$ cat config.mk
export PLATFORM = sky130hd
export DESIGN_NAME = mdu_ctrl_flat
export DESIGN_NICKNAME = d
export VERILOG_FILES = /design/src/rtl/mdu_pkg.sv /design/src/rtl/mdu_if.sv /design/src/rtl/div_radix2_core.sv /design/src/rtl/mdu_ctrl.sv /design/src/flat_wrapper.sv
export SDC_FILE = /design/constraint.sdc
export NUM_CORES = 2
export LEC_CHECK = 0
export CAP_MARGIN = 20
export CORE_MARGIN = 2
export CORE_UTILIZATION = 50
export DETAILED_ROUTE_END_ITERATION = 16
export PLACE_DENSITY_LB_ADDON = 0.2
export SYNTH_ARGS = -nofsm -noshare
export SYNTH_HDL_FRONTEND = slang
export SYNTH_SLANG_ARGS = --single-unit
$ cat constraint.sdc
create_clock -name clk -period 11.6 [get_ports clk]
set_clock_uncertainty 0.15 [all_clocks]
set_input_delay 1.74 -clock clk [delete_from_list [all_inputs] [get_ports clk]]
set_output_delay 1.74 -clock clk [all_outputs]
set_load 0.05 [all_outputs]
$ cat src/rtl/mdu_pkg.sv
// Shared types, encodings and helpers for the multiply/divide unit.
package mdu_pkg;

  localparam int unsigned DATA_W         = 32;
  localparam int unsigned MUL_LAT_DEF    = 2;
  localparam int unsigned DIV_CYCLES_DEF = 32;

  typedef enum logic [1:0] {
    MDU_MULT  = 2'b00,
    MDU_MULTU = 2'b01,
    MDU_DIV   = 2'b10,
    MDU_DIVU  = 2'b11
  } mdu_op_e;

  typedef enum logic [1:0] {
    IDLE,
    MUL,
    DIV,
    DONE
  } mdu_state_e;

  // Operation captured at accept time and held for the whole sequence.
  typedef struct packed {
    mdu_op_e             op;
    logic [DATA_W-1:0]   a;
    logic [DATA_W-1:0]   b;
  } mdu_req_t;

  function automatic logic op_signed(mdu_op_e op);
    return (op == MDU_MULT) || (op == MDU_DIV);
  endfunction

  function automatic logic op_is_div(mdu_op_e op);
    return op[1];
  endfunction

  // Absolute value when the operand is treated as signed, else pass-through.
  function automatic logic [DATA_W-1:0] magnitude(logic [DATA_W-1:0] x, logic sgn);
    return (sgn && x[DATA_W-1]) ? DATA_W'(-x) : x;
  endfunction

endpackage

$ cat src/rtl/mdu_if.sv
// EX-stage <-> multiply/divide unit connection.
interface mdu_if;
  import mdu_pkg::*;

  logic              start_i;
  mdu_op_e           op_i;
  logic [DATA_W-1:0] src_a_i;
  logic [DATA_W-1:0] src_b_i;
  logic              flush_i;
  logic              stall_o;
  logic              busy_o;
  logic              hilo_we_o;
  logic [DATA_W-1:0] hi_o;
  logic [DATA_W-1:0] lo_o;

  modport master (
    output start_i, op_i, src_a_i, src_b_i, flush_i,
    input  stall_o, busy_o, hilo_we_o, hi_o, lo_o
  );

  modport slave (
    input  start_i, op_i, src_a_i, src_b_i, flush_i,
    output stall_o, busy_o, hilo_we_o, hi_o, lo_o
  );

endinterface

$ cat src/rtl/div_radix2_core.sv
// Unsigned restoring divider: one quotient bit per cycle after a load.
// Outputs show the result of the step taken in the current cycle, so the
// final quotient/remainder are available while done_c is high.
module div_radix2_core
  import mdu_pkg::*;
#(
  parameter int unsigned DIV_CYCLES = DIV_CYCLES_DEF
) (
  input  logic              clk,
  input  logic              rst,
  input  logic              start,
  input  logic [DATA_W-1:0] dividend,
  input  logic [DATA_W-1:0] divisor,
  output logic              done_c,
  output logic [DATA_W-1:0] quotient_c,
  output logic [DATA_W-1:0] remainder_c
);

  localparam int unsigned CNT_W = $clog2(DIV_CYCLES);

  logic [DATA_W-1:0] rem_q;
  logic [DATA_W-1:0] quo_q;
  logic [DATA_W-1:0] dvs_q;
  logic [CNT_W-1:0]  cnt_q;
  logic              run_q;
  logic [DATA_W:0]   shifted;
  logic              ge;

  // Shift-subtract step: bring in the next dividend bit, subtract if it fits.
  always_comb begin
    shifted     = {rem_q, quo_q[DATA_W-1]};
    ge          = shifted >= {1'b0, dvs_q};
    remainder_c = ge ? DATA_W'(shifted - {1'b0, dvs_q}) : shifted[DATA_W-1:0];
    quotient_c  = {quo_q[DATA_W-2:0], ge};
    done_c      = run_q && (cnt_q == CNT_W'(DIV_CYCLES - 1));
  end

  // Load operands on start, then iterate until the last step.
  always_ff @(posedge clk) begin
    if (rst) begin
      rem_q <= '0;
      quo_q <= '0;
      dvs_q <= '0;
      cnt_q <= '0;
      run_q <= 1'b0;
    end else if (start) begin
      rem_q <= '0;
      quo_q <= dividend;
      dvs_q <= divisor;
      cnt_q <= '0;
      run_q <= 1'b1;
    end else if (run_q) begin
      rem_q <= remainder_c;
      quo_q <= quotient_c;
      cnt_q <= cnt_q + 1'b1;
      if (done_c) begin
        run_q <= 1'b0;
      end
    end
  end

endmodule

$ cat src/rtl/mdu_ctrl.sv
// Multiply/divide sequencer in EX: stalls the pipe while busy, then issues
// one HI/LO write. A flush cancels the operation at any point.
module mdu_ctrl
  import mdu_pkg::*;
#(
  parameter int unsigned MUL_LAT    = MUL_LAT_DEF,
  parameter int unsigned DIV_CYCLES = DIV_CYCLES_DEF
) (
  input  logic clk,
  input  logic rst,
  mdu_if.slave bus
);

  localparam int unsigned CNT_W = (MUL_LAT > 1) ? $clog2(MUL_LAT) : 1;

  mdu_state_e         state_q;
  mdu_state_e         state_d;
  mdu_req_t           req_q;
  logic [CNT_W-1:0]   cnt_q;
  logic [DATA_W-1:0]  hi_q;
  logic [DATA_W-1:0]  lo_q;
  logic [DATA_W-1:0]  hi_prev_q;
  logic [DATA_W-1:0]  lo_prev_q;

  logic               accept_c;
  logic               mul_last_c;
  logic               div_last_c;
  logic               load_c;
  logic               stall_c;
  logic               busy_c;
  logic               hilo_we_c;

  logic signed [DATA_W:0] mul_a;
  logic signed [DATA_W:0] mul_b;
  logic [2*DATA_W-1:0]    product;
  logic                   q_neg;
  logic                   r_neg;
  logic [DATA_W-1:0]      res_hi;
  logic [DATA_W-1:0]      res_lo;

  logic                   div_start;
  logic                   div_done_c;
  logic [DATA_W-1:0]      div_quo_c;
  logic [DATA_W-1:0]      div_rem_c;

  assign div_start = accept_c && op_is_div(bus.op_i);

  div_radix2_core #(
    .DIV_CYCLES (DIV_CYCLES)
  ) u_div (
    .clk         (clk),
    .rst         (rst),
    .start       (div_start),
    .dividend    (magnitude(bus.src_a_i, op_signed(bus.op_i))),
    .divisor     (magnitude(bus.src_b_i, op_signed(bus.op_i))),
    .done_c      (div_done_c),
    .quotient_c  (div_quo_c),
    .remainder_c (div_rem_c)
  );

  // Result formation: 33-bit extended multiply, or sign fix-up of the divider.
  always_comb begin
    mul_a   = {op_signed(req_q.op) & req_q.a[DATA_W-1], req_q.a};
    mul_b   = {op_signed(req_q.op) & req_q.b[DATA_W-1], req_q.b};
    product = (2*DATA_W)'(mul_a * mul_b);
    q_neg   = op_signed(req_q.op) && (req_q.a[DATA_W-1] ^ req_q.b[DATA_W-1]);
    r_neg   = op_signed(req_q.op) && req_q.a[DATA_W-1];
    res_hi  = product[2*DATA_W-1:DATA_W];
    res_lo  = product[DATA_W-1:0];
    if (op_is_div(req_q.op)) begin
      if (req_q.b == '0) begin
        res_hi = req_q.a;
        res_lo = '1;
      end else begin
        res_lo = q_neg ? DATA_W'(-div_quo_c) : div_quo_c;
        res_hi = r_neg ? DATA_W'(-div_rem_c) : div_rem_c;
      end
    end
  end

  // State register.
  always_ff @(posedge clk) begin
    if (rst) begin
      state_q <= IDLE;
    end else begin
      state_q <= state_d;
    end
  end

  // Next-state and control decode; flush always returns to IDLE.
  always_comb begin
    state_d    = state_q;
    accept_c   = 1'b0;
    mul_last_c = 1'b0;
    div_last_c = 1'b0;
    stall_c    = 1'b0;
    busy_c     = 1'b0;
    hilo_we_c  = 1'b0;
    case (state_q)
      IDLE: begin
        accept_c = bus.start_i && !bus.flush_i;
        stall_c  = accept_c;
        if (accept_c) begin
          state_d = op_is_div(bus.op_i) ? DIV : MUL;
        end
      end
      MUL: begin
        busy_c     = 1'b1;
        stall_c    = 1'b1;
        mul_last_c = (cnt_q == CNT_W'(MUL_LAT - 1));
        if (mul_last_c) begin
          state_d = DONE;
        end
      end
      DIV: begin
        busy_c     = 1'b1;
        stall_c    = 1'b1;
        div_last_c = div_done_c;
        if (div_last_c) begin
          state_d = DONE;
        end
      end
      DONE: begin
        hilo_we_c = !bus.flush_i;
        state_d   = IDLE;
      end
      default: state_d = IDLE;
    endcase
    if (bus.flush_i) begin
      state_d = IDLE;
    end
  end

  assign load_c = (mul_last_c || div_last_c) && !bus.flush_i;

  // Operand capture, multiply latency counter and HI/LO result registers.
  // The previous result is kept so a flush during DONE can take back the write.
  always_ff @(posedge clk) begin
    if (rst) begin
      req_q     <= '0;
      cnt_q     <= '0;
      hi_q      <= '0;
      lo_q      <= '0;
      hi_prev_q <= '0;
      lo_prev_q <= '0;
    end else begin
      if (accept_c) begin
        req_q <= '{op: bus.op_i, a: bus.src_a_i, b: bus.src_b_i};
        cnt_q <= '0;
      end else if (state_q == MUL) begin
        cnt_q <= cnt_q + 1'b1;
      end
      if (load_c) begin
        hi_prev_q <= hi_q;
        lo_prev_q <= lo_q;
        hi_q      <= res_hi;
        lo_q      <= res_lo;
      end else if ((state_q == DONE) && bus.flush_i) begin
        hi_q <= hi_prev_q;
        lo_q <= lo_prev_q;
      end
    end
  end

  assign bus.stall_o   = stall_c;
  assign bus.busy_o    = busy_c;
  assign bus.hilo_we_o = hilo_we_c;
  assign bus.hi_o      = hi_q;
  assign bus.lo_o      = lo_q;

endmodule

$ cat src/flat_wrapper.sv
// flat-port wrapper written by rule: the top's interface ports become plain ports
module mdu_ctrl_flat import mdu_pkg::*;
#(
  parameter int unsigned MUL_LAT    = MUL_LAT_DEF,
  parameter int unsigned DIV_CYCLES = DIV_CYCLES_DEF
)
  (clk, rst, bus_start_i, bus_op_i, bus_src_a_i, bus_src_b_i, bus_flush_i, bus_stall_o, bus_busy_o, bus_hilo_we_o, bus_hi_o, bus_lo_o);
  mdu_if bus_i ();
  input  logic clk;
  input  logic rst;
  input wire logic [$bits(bus_i.start_i)-1:0] bus_start_i;
  input wire logic [$bits(bus_i.op_i)-1:0] bus_op_i;
  input wire logic [$bits(bus_i.src_a_i)-1:0] bus_src_a_i;
  input wire logic [$bits(bus_i.src_b_i)-1:0] bus_src_b_i;
  input wire logic [$bits(bus_i.flush_i)-1:0] bus_flush_i;
  output wire logic [$bits(bus_i.stall_o)-1:0] bus_stall_o;
  output wire logic [$bits(bus_i.busy_o)-1:0] bus_busy_o;
  output wire logic [$bits(bus_i.hilo_we_o)-1:0] bus_hilo_we_o;
  output wire logic [$bits(bus_i.hi_o)-1:0] bus_hi_o;
  output wire logic [$bits(bus_i.lo_o)-1:0] bus_lo_o;
  assign bus_i.start_i = bus_start_i;
  assign bus_i.op_i = bus_op_i;
  assign bus_i.src_a_i = bus_src_a_i;
  assign bus_i.src_b_i = bus_src_b_i;
  assign bus_i.flush_i = bus_flush_i;
  assign bus_stall_o = bus_i.stall_o;
  assign bus_busy_o = bus_i.busy_o;
  assign bus_hilo_we_o = bus_i.hilo_we_o;
  assign bus_hi_o = bus_i.hi_o;
  assign bus_lo_o = bus_i.lo_o;
  mdu_ctrl #(.MUL_LAT(MUL_LAT), .DIV_CYCLES(DIV_CYCLES)) u_core (.clk(clk), .rst(rst), .bus(bus_i));
endmodule
# Word level (Yosys, flattened, before mapping)
# Index checks and enable logic that the tools add are counted.
# Widths: inputs -> output; s select.
op_classes:
  addsub: 7
  n_mul: 1
  order_cmp: 1
  n_eq_ne: 9
  muxes: 29
  n_bitwise: 3
  n_reduce_logical: 24
ops:
  columns: ["cell", "count"]
  rows:
  - ["$mux 32", 15]
  - ["$neg 32->32", 4]
  - ["$mul 33x33->64", 1]
  - ["$ge 33x32->1", 1]
  - ["$logic_not 32->1", 1]
  - ["$sub 32x32->32", 1]
  - ["$logic_and 1x1->1", 9]
  - ["$eq 2x2->1 const B", 4]
  - ["$mux 1", 8]
  - ["$mux 2", 4]
  - ["$pmux 2 s4", 1]
  - ["$reduce_or 2->1", 4]
  - ["$logic_not 2->1", 3]
  - ["$ne 2x1->1 const B", 3]
  - ["$add 5x1->5 const B", 1]
  - ["$eq 5x5->1 const B", 1]
  - ["$reduce_bool 2->1", 2]
  - ["$logic_or 1x1->1", 3]
  - ["$reduce_and 3->1", 1]
  - ["$and 1x1->1", 2]
  - ["$eq 2x1->1 const B", 1]
  - ["$pmux 1 s2", 1]
  - ["$add 1x1->1 const B", 1]
  - ["$logic_not 1->1", 1]
  - ["$xor 1x1->1", 1]
totals:
  ff_bits: 299
  in_bits: 70
  out_inout_bits: 67
  word_cells: 88

# Longest topological paths before layout
logic_depth:
  word_depth: 7
  depth_mapped: 35
  mapped_depth_nobuf: 31

# Cells and area by module
# Synthesis repeated with hierarchy kept, for this count alone.
unflattened:
  hier_cells: 6664
  hier_area_um2: 55809.8
by_module_without_submodules:
  columns: ["mod", "instances", "cells_per_inst", "area_per_inst_um2", "seq_area_each_um2"]
  rows:
  - ["mdu_ctrl", 1, 5827, 49158.4, 3943.8]
  - ["div_radix2_core", 1, 837, 6651.4, 2042.0]

# Least setup slack after synthesis
# Ideal clock, no wire load.
synth_path:
  kind: "flip-flop to flip-flop"
  from: "register u_core.req_q (netlist bit u_core.mul_a[31])"
  to: "register u_core.hi_q[30] (netlist: u_core.bus.hi_o[30])"
  setup_time_ns: 0.095
  arrival_time_ns: 8.854
  required_ns: 11.355
  slack_ns: 2.501
  stages_incl_launch_ff: 36
  n_path_buf: 4
  path_cell_list: "dfxtp_1 clkbuf_1 inv_1 nor2_1 clkbuf_1 clkbuf_1 nand2_1 inv_1 fa_1 inv_1 fa_1 inv_1 fa_1 fa_1 inv_1 fa_1 inv_1 fa_1 inv_1 fa_1 fa_1 inv_1 ha_1 clkbuf_1 a21o_1 a21oi_1 o21bai_1 a21o_1 a21o_1 a21o_1 a21oi_1 o31ai_1 a221o_1 a21oi_1 xor2_1 a221oi_1"
synth_via:
  elab_chain_len: 5
synth_lines:
  columns: ["element", "line_no", "rtl"]
  rows:
  - ["from (decl)", "mdu_ctrl.sv:18", "mdu_req_t req_q;"]
  - ["from (signal assigned)", "mdu_ctrl.sv:148", "req_q <= '{op: bus.op_i, a: bus.src_a_i, b: bus.src_b_i};"]
  - ["parallel branches: the longest is 3 deep, another holds $mul 33x33->64", null, null]
  - ["$mux 32 (*)", "mdu_ctrl.sv:70", "if (op_is_div(req_q.op)) begin"]
  - ["$mux 32 (*)", "mdu_ctrl.sv:153", "if (load_c) begin"]
  - ["to (signal assigned)", "mdu_ctrl.sv:156", "hi_q <= res_hi;"]
  - ["to (signal assigned)", "mdu_ctrl.sv:159", "hi_q <= hi_prev_q;"]
  - ["to (decl)", "mdu_ctrl.sv:20", "logic [DATA_W-1:0] hi_q;"]
# Mark *: on every way between the ends.
# A chain may end at the register's enable or synchronous reset.

# Worst setup path after layout
# Same ends and word-level chain as after synthesis.

==> run metrics <==
status complete, no violations; gpl congestion about 0.96; Residual DRC 0; Post-synth top flop dfxtp_1; Root Buffer clkbuf_16; Die Wd about 340 um; GRT met3 Usage 0.0470; WP data required 11.92 ns; die area between 100,000 and 150,000 um^2; worst slack at placement 1.85 ns; CTS tree done; share of layout cells above drive strength 1 0.0368; clock buffer depth 3; vias in the first global route around 46,000; worst hold start u_core.hi_prev_q[15]; unrepaired setup endpoints after global routing no; Synth Instances around 6,600; CP Launch Type flop; Synth Cell Area 55,600 um^2; period utilization 0.842; fmax ~0.10 GHz; synth warn 0; crit end category flop; DR pass1 iterations 6; Hold Violations, Final 0; Worst Path Arrival approximately 10 ns; WS Path Type reg -> reg; Max Cap Viol 0; Hold Path End u_core.hi_prev_q[15]; worst hold path depth 2; relative slew slack 0.152; leak pwr roughly 27 nW; synthesized flop and latch total between 200 and 300; initial antenna violation count 6; met1 Use GR 0.457; setup slack after layout 1.83 ns; gr busiest metal met2; met2 usage 0.510; Final setup viols 0; global-route wire length before repair between 200 and 300 mm; r2r setup slk 1.83 ns; Slew Limit Fails 0; TritonCTS sink count ~300; RR Endpoint u_core.bus.hi_o[30]; area growth from synthesis to layout 6.97%; routed len/inst 23.0 um; CTS Buf Count 36; VDD IR max 0.0981 mV; global route total overflow 0; ANT nets after route 0; largest net degree at the start of global routing roughly 170; min-delay worst type reg -> reg; Via density about 5.7; PortBufs approximately 140; CP max stage cell fa_1; Critical Path Source u_core.mul_a[31]; clk slew on worst S/H paths around 0.060 ns; Starting Density 0.503; worst r2r src u_core.mul_a[31]; Least-Margin Pin Slew between 1 and 1.5 ns; Final Net Count between 7,000 and 8,000; CP max stage delay between 0.8 and 0.9 ns; initial drt markers around 4,300; crit path time final around 10 ns; Async S/R FF share, synth 0; syn_area_per_cell roughly 8.5 um^2; setup TNS 0 ns; Routed WL 183 mm; P per Cell Area 74.8 nW/um^2; overall power between 4 and 5 mW; Clock Latency Late Sink around 0.58 ns; setup bufs post-CTS 0; dpl hpwl approximately 140 mm; Core Rows between 100 and 150; Post-synth EDFFs 0; R2R cell count 32; sequential share of the synthesized area 0.108; Post-CTS Resized 0; Synthesized Nets 8,019; I/O pins ~140; core area between 100,000 and 150,000 um^2; GRT Overall Usage 0.326; via count between 40,000 and 50,000; crit path max fanout 35; hold buffer count at cts 0; Synth cell types 94; # H-tree levels 2; Die Height 337 um
[cell type report]
| type | instances | area, um^2 |
|---|---|---|
| diodes | 4 | 10.0 |
| clock buffers | 44 | 991 |
| clock inverters | 18 | 305 |
| fillers | 10300 | 51100 |
| inverters | 1180 | 4430 |
| multi-input cells | 4656 | 43500 |
| flip-flops and latches | 299 | 5990 |
| well taps | 1488 | 1860 |
| repair buffers | 251 | 2310 |
[cells by family after synthesis]
logic type,share of synthesized area
AOI/OAI and AO/OA,0.0988
xor gates and xnor gates,0.0334
adders and majority gates,0.464
buffers and inverters,0.109
DFF,0.108
muxes,0.0130
and+or+nand+nor,0.174
[critical path: cells and delay by family, from the launching register on]
kind,cells,cell delay [ns]
AO/OA/AOI/OAI,11,2.11
flip-flops,1,0.31
adder cells (fa/ha/maj),9,4.65
XOR/XNOR,1,0.10
buffers and inverters,9,1.65
AND/OR/NAND/NOR,2,0.68
[power breakdown]
group / internal [mW] / switching (mW)
Sequential: 1.06 / 0.0839
Clock: 0.768 / 0.490
Combinational: 0.701 / 1.34
[worst max-delay path by stage]
stage | end | slack [ns] | depth (start not counted)
after floorplan | u_core.bus.hi_o[30] | 2.50 | 35
after global placement | u_core.bus.hi_o[30] | 2.00 | 27
after detailed placement | u_core.bus.hi_o[30] | 1.85 | 32
after CTS | u_core.bus.hi_o[30] | 1.85 | 32
after global routing | u_core.bus.hi_o[30] | 1.35 | 32
final | u_core.bus.hi_o[30] | 1.83 | 32
[cell usage after synthesis, types with 102 or more instances]
| cell type | n | area share |
|---|---|---|
| o21ai_0 | 102 | 0.0092 |
| a211oi_1 | 115 | 0.016 |
| ha_1 | 257 | 0.058 |
| inv_1 | 1179 | 0.080 |
| nor2_1 | 263 | 0.018 |
| xnor2_1 | 132 | 0.021 |
| and2_1 | 385 | 0.043 |
| a21oi_1 | 317 | 0.029 |
| clkbuf_1 | 404 | 0.027 |
| dfxtp_1 | 299 | 0.11 |
| nand2_1 | 1210 | 0.082 |
| fa_1 | 1126 | 0.41 |
[flip-flops by register name (all words and copies together), names as in the netlist]
| signal | cells |
|---|---|
| u_core.cnt_q | 1 |
| u_core.bus.hi_o | 32 |
| u_core.u_div.run_q | 1 |
| u_core.req_q | 2 |
| u_core.hi_prev_q | 32 |
| u_core.lo_prev_q | 32 |
| u_core.state_q | 2 |
| u_core.bus.lo_o | 32 |
| u_core.u_div.rem_q | 32 |
| u_core.u_div.cnt_q | 5 |
| u_core.u_div.dvs_q | 32 |
| u_core.u_div.quo_q | 32 |
| u_core.mul_b | 32 |
| u_core.mul_a | 32 |
[per-stage QoR]
| step | cells | hold WS, ns | util | instance area (um^2) |
|---|---|---|---|---|
| after floorplan | 6566 | 0.286 | - | 55600 |
| after global placement | 7868 | 0.292 | 0.525 | 58000 |
| after detailed placement | 7872 | 0.297 | 0.526 | 58100 |
| after CTS | 7934 | 0.306 | 0.537 | 59400 |
| after global routing | 7936 | 0.321 | 0.538 | 59400 |
| final | 7940 | 0.306 | 0.538 | 59400 |
[cells in the final DEF, fill, tap and decap left out, types with 80 or more instances in the layout]
master	instances
a211oi_1	115
nand2_1	1208
xor2_1	80
ha_1	257
o21ai_0	102
clkdlybuf4s50_1	135
dfxtp_1	296
a21oi_1	317
inv_1	1179
and2_1	383
buf_4	109
xnor2_1	132
nor2_1	258
fa_1	1126
[per-layer routing]
layer | vias up | share of wire
met3 | 437 | 0.093
li1 | 19800 | -
met1 | 23000 | 0.41
met2 | 2156 | 0.45
met4 | 4 | 0.048
met5 | - | 0.000099
Note: power is estimated with default switching activity, not from simulation.
